--- src/rtl/pwm_multi_ch.sv ---
// Multi-channel PWM: shared runtime prescaler and period counter (edge or center aligned),
// double-buffered per-channel duty registers and per-channel output polarity.
module pwm_multi_ch #(
    parameter int unsigned CHANNELS = 4,
    parameter int unsigned RES      = 8,
    parameter int unsigned PRESC_W  = 16,
    localparam int unsigned SelW    = $clog2(CHANNELS) | 1
) (
    input  logic                clk,
    input  logic                rst_n,
    input  logic                ena,
    input  logic [PRESC_W-1:0]  prescale,
    input  logic                center_mode,
    input  logic                duty_wr,
    input  logic [SelW-1:0]     duty_sel,
    input  logic [RES-1:0]      duty_in,
    input  logic [CHANNELS-1:0] polarity,
    output logic [CHANNELS-1:0] pwm_out,
    output logic                period_tick
);

    localparam logic [RES-1:0] Max = '1;
    localparam logic [RES-1:0] One = {{(RES-1){1'b0}}, 1'b1};

    typedef enum logic {DirUp, DirDown} dir_e;

    logic [PRESC_W-1:0]  p_q, p_d;
    logic [RES-1:0]      c_q, c_d;
    dir_e                dir_q, dir_d;
    logic                mode_q, mode_d;
    logic [RES-1:0]      shadow_q [CHANNELS];
    logic [RES-1:0]      shadow_d [CHANNELS];
    logic [RES-1:0]      active_q [CHANNELS];
    logic [RES-1:0]      active_d [CHANNELS];
    logic [CHANNELS-1:0] pwm_q, pwm_d;
    logic [CHANNELS-1:0] raw;
    logic                ptick_q, ptick_d;
    logic                tick;
    logic                boundary;
    logic                wr_ok;

    // >= so that lowering prescale below the running count forces an immediate tick
    assign tick  = (p_q >= prescale);
    assign wr_ok = duty_wr && (32'(duty_sel) < CHANNELS);

    always_comb begin
        for (int unsigned i = 0; i < CHANNELS; i++) begin
            shadow_d[i] = shadow_q[i];
            if (wr_ok && (32'(duty_sel) == i)) begin
                shadow_d[i] = duty_in;
            end
        end
    end

    always_comb begin
        p_d      = p_q;
        c_d      = c_q;
        dir_d    = dir_q;
        mode_d   = mode_q;
        active_d = active_q;
        ptick_d  = 1'b0;
        boundary = 1'b0;
        if (!ena) begin
            p_d      = '0;
            c_d      = '0;
            dir_d    = DirUp;
            mode_d   = center_mode;
            active_d = shadow_d;
        end else if (tick) begin
            p_d = '0;
            if (!mode_q) begin
                c_d      = c_q + 1'b1;
                boundary = (c_q == Max);
            end else if (dir_q == DirUp) begin
                if (c_q == Max) begin
                    c_d   = c_q - 1'b1;
                    dir_d = DirDown;
                end else begin
                    c_d = c_q + 1'b1;
                end
            end else begin
                if (c_q <= One) begin
                    c_d      = '0;
                    dir_d    = DirUp;
                    boundary = (c_q == One);
                end else begin
                    c_d = c_q - 1'b1;
                end
            end
        end else begin
            p_d = p_q + 1'b1;
        end

        // shadow_d already holds any same-cycle write, giving the boundary bypass
        if (boundary) begin
            ptick_d  = 1'b1;
            active_d = shadow_d;
            mode_d   = center_mode;
            if (center_mode != mode_q) begin
                c_d   = '0;
                dir_d = DirUp;
            end
        end
    end

    always_comb begin
        for (int unsigned i = 0; i < CHANNELS; i++) begin
            raw[i] = (c_q < active_q[i]);
        end
        pwm_d = ena ? (raw ^ polarity) : polarity;
    end

    always_ff @(posedge clk) begin
        if (!rst_n) begin
            p_q     <= '0;
            c_q     <= '0;
            dir_q   <= DirUp;
            mode_q  <= 1'b0;
            pwm_q   <= '0;
            ptick_q <= 1'b0;
            for (int unsigned i = 0; i < CHANNELS; i++) begin
                shadow_q[i] <= '0;
                active_q[i] <= '0;
            end
        end else begin
            p_q     <= p_d;
            c_q     <= c_d;
            dir_q   <= dir_d;
            mode_q  <= mode_d;
            pwm_q   <= pwm_d;
            ptick_q <= ptick_d;
            for (int unsigned i = 0; i < CHANNELS; i++) begin
                shadow_q[i] <= shadow_d[i];
                active_q[i] <= active_d[i];
            end
        end
    end

    assign pwm_out     = pwm_q;
    assign period_tick = ptick_q;

endmodule

--- config.mk ---
export PLATFORM = sky130hd
export DESIGN_NAME = pwm_multi_ch
export DESIGN_NICKNAME = d
export VERILOG_FILES = /design/src/rtl/pwm_multi_ch.sv
export SDC_FILE = /design/constraint.sdc
export NUM_CORES = 1
export LEC_CHECK = 0
export BUFFER_PORTS_ARGS = -buffer_cell sky130_fd_sc_hd__buf_2
export CAP_MARGIN = 20
export CELL_PAD_IN_SITES_DETAIL_PLACEMENT = 0
export CELL_PAD_IN_SITES_GLOBAL_PLACEMENT = 2
export CORE_ASPECT_RATIO = 0.7
export CORE_MARGIN = 2
export CORE_UTILIZATION = 30
export DETAILED_ROUTE_END_ITERATION = 10
export GPL_TIMING_DRIVEN = 0
export PLACE_DENSITY_LB_ADDON = 0.05
export SLEW_MARGIN = 10
export SYNTH_ARGS = -nofsm -noshare
export SYNTH_HDL_FRONTEND = slang
export SYNTH_SLANG_ARGS = --single-unit
--- constraint.sdc ---
create_clock -name clk -period 2.55 [get_ports clk]
set_input_delay 0.765 -clock clk [delete_from_list [all_inputs] [get_ports clk]]
set_output_delay 0.765 -clock clk [all_outputs]
set_load 0.05 [all_outputs]
==> impl_metrics.tcl <==
set metrics [dict create \
    comb_power_share 0.081 \
    cp.required_ps 2790 \
    peakVddDrop_mv 0.298 \
    diodes 0 \
    cts.path.max_buffers 2 \
    drtIter0Drc 155 \
    switchingPower_mw 0.795 \
    portBuffers 40 \
    failed_checks "setup timing" \
    path_max_fanout 10 \
    slew_headroom 0.388 \
    syn_area_per_cell_um2 9.01 \
    final_cells 870 \
    finClkSkew_ps 10.9 \
    synth_top_area_cell "dfxtp_1" \
    postRouteAntennaNets 0 \
    ys_ff_latch 95 \
    critical_path_buf_inv_count 5 \
    drive_gt1_frac 0.182 \
    synth_area_um2 5200 \
    routed_wl_um 13900 \
    grtUsageMet3 0.0330 \
    crit_end "active_q[12]" \
    fin_crit_sh 1.01 \
    synthFlopType "dfxtp_1" \
    design_area_um2 6150 \
    ys_top_cells_by_area "dfxtp_1 37%, ha_1 12%, mux2_4 8.7%" \
    synth_top_area_share 0.366 \
    area_growth_pct 18.3 \
    pre_cts_slack_ps -441 \
    synthArstFlopShare 0 \
    drv_slew 0 \
    placed_cell_area_um2 5700 \
    cts-buffers-inserted 9 \
    path_delay_family "buffers and inverters" \
    die_w_um 161 \
    power.leakage_nw 2.48 \
    place_inst 848 \
    crit_path_start_kind "primary input" \
    path_depth 11 \
    syn_nets 661 \
    yosysWarnings 0 \
    ys_types 48 \
    coreArea_um2 17100 \
    cts.sinks 95 \
    cpMostUsedCell "buf_12" \
    start_util 0.304 \
    grt_overflow 0 \
    rr_endpoint "active_q[12]" \
    clkTransAtPathRegs_ps 70 \
    fin_ws_ps -25.5 \
    p_clk_frac 0.456 \
    critical_path_arrival_ps 2810 \
    die_h_um 114 \
    cp_slowest_stage_delay_ps 350 \
    fmax_mhz 388 \
    tightest_slew_ps 911 \
    grt_util_met1 0.237 \
    post_cts_hold_buffer_count 0 \
    powerDensity_nw_per_um2 534 \
    use_met2 0.232 \
    reg2reg_depth 8 \
    grt_busiest_layer "met1" \
    final_cell_mix "94 x dfxtp_1, 89 x nand2_1, 50 x inv_1" \
    setup_tns_ps -129 \
    postSynthCellCount 577 \
    setup_viol_count_final 11 \
    crit_path_end_kind "flop" \
    rsz0062_at_grt "true" \
    num_vias 4063 \
    ios 41 \
    grt_antenna_before_repair 0 \
    place_congestion 0.746 \
    htreeDepth 3 \
    layout_commonest_cell "dfxtp_1" \
    clk-insertion-delay-late_ps 350 \
    crit_chain "buf_2 > inv_1 > ha_1 > a21oi_1 > and4b_1 > o21ai_4 > buf_12 > a21oi_4 > buf_12 > buf_6 > mux2_4" \
    tritoncts "built" \
    min_period_ps 2580 \
    p_int_mw 2.49 \
    drc 0 \
    synth_edf_count 0 \
    fin_nets 718 \
    cp_slowest_cell "and4b_1" \
    first_global_vias 3991 \
    root_buffer "clkbuf_16" \
    grt_pass1_wl_um 22000 \
    status "finished with violations" \
    rows 40 \
    worstHoldStart "shadow_q[0][5]" \
    grt_max_degree 17 \
    p_sw_frac 0.242 \
    hold_viol 0 \
    hold_class "flop to flop" \
    drv_cap 0 \
    p_seq_frac 0.463 \
    reg2reg_from "c_q[2]" \
    die_area_um2 18400 \
    hpwl_um 10500 \
    post_drt_wl_per_cell_um 15.9 \
    firstDrtPassIters 4 \
    startpoint "prescale[7]" \
    grt_use_total 0.158 \
    rrSetupSlack_ps 50 \
    synth-seq-area-share 0.366 \
    criticalPathCategory "primary input to flop" \
    vias_per_cell 4.67 \
]
[kinds of logic after synthesis]
family,after synthesis,synth area share
AO/OA/AOI/OAI,108,0.149
flip-flops,95,0.366
AND/OR/NAND/NOR,204,0.189
multiplexers,32,0.0910
buffers and inverters,71,0.0573
XOR/XNOR,19,0.0320
adder cells (fa/ha/maj),48,0.116
[worst min path at each step]
stage | cells after the start | slack (ps) | end
after CTS | 2 | 470 | shadow_q[0][5]
after global placement | 2 | 450 | shadow_q[0][5]
after floorplan | 2 | 440 | shadow_q[0][4]
after global routing | 2 | 490 | shadow_q[0][5]
final | 2 | 470 | shadow_q[0][5]
after detailed placement | 2 | 460 | shadow_q[0][5]
[flip-flops by register name (all words and copies together), names as in the netlist]
| signal | flops |
|---|---|
| c_q | 8 |
| active_q | 32 |
| pwm_out | 4 |
| mode_q | 1 |
| period_tick | 1 |
| p_q | 16 |
| shadow_q | 32 |
| dir_q | 1 |
[synthesized netlist by cell type (3+ instances only)]
| master | instances |
|---|---|
| xnor2_1 | 10 |
| nand4_1 | 6 |
| and3_1 | 7 |
| and2_1 | 39 |
| buf_2 | 4 |
| a21oi_1 | 11 |
| a21boi_1 | 5 |
| a21o_1 | 12 |
| clkbuf_1 | 12 |
| a31oi_1 | 6 |
| xor2_1 | 9 |
| nor2b_1 | 3 |
| o21ai_0 | 12 |
| a211oi_1 | 11 |
| nor3_1 | 6 |
| a21boi_0 | 27 |
| nand3_1 | 11 |
| inv_1 | 51 |
| dfxtp_1 | 95 |
| ha_1 | 48 |
| nand2_1 | 89 |
| o221ai_1 | 4 |
| a311oi_1 | 4 |
| o211ai_1 | 3 |
| nor2_1 | 29 |
| mux2_4 | 30 |
| buf_6 | 3 |
| nand2b_1 | 5 |
[power groups by stage]
stage	clock, mW	combinational [mW]	sequential, mW
finish	1.50	0.266	1.52
global route	1.59	0.296	1.52
floorplan	0	0.140	1.57
global placement	0	0.253	1.55
CTS	1.54	0.258	1.52
detailed placement	0	0.256	1.55
[worst min-delay path, delay by kind of cell (launching register included)]
family | cells | cell delay [ps]
simple gates | 1 | 40
flops | 1 | 300
compound gates | 1 | 70
[layer usage]
layer  part of all wire  vias to the layer above
li1                   -                     2082
met1               0.55                     1941
met2               0.42                       32
met3              0.022                        8
met4             0.0090                        0
met5                  0                        -
[repair_timing]
action | in CTS | in global routing
setup buffers | 3 | 2
cloned | 0 | 1
gates resized for setup | 1 | 9
setup endpoints to repair | 30 | 51
pin swaps | 2 | 4
[per-stage QoR]
stage	hold slack, ps	util	power, mW
floorplan	436	-	1.71
global placement	454	0.334	1.81
detailed placement	461	0.334	1.81
CTS	470	0.355	3.32
global route	494	0.360	3.41
finish	467	0.360	3.28
[layout make-up]
class | instances | area [um2]
Clock buffer | 10 | 229
Sequential cell | 95 | 1900
Tap cell | 231 | 289
Timing Repair Buffer | 46 | 288
Fill cell | 1781 | 10900
Buffer | 20 | 118
Clock inverter | 6 | 91.3
Multi-Input combinational cell | 411 | 3040
Inverter | 51 | 191
(Power assumes the default switching activity.)
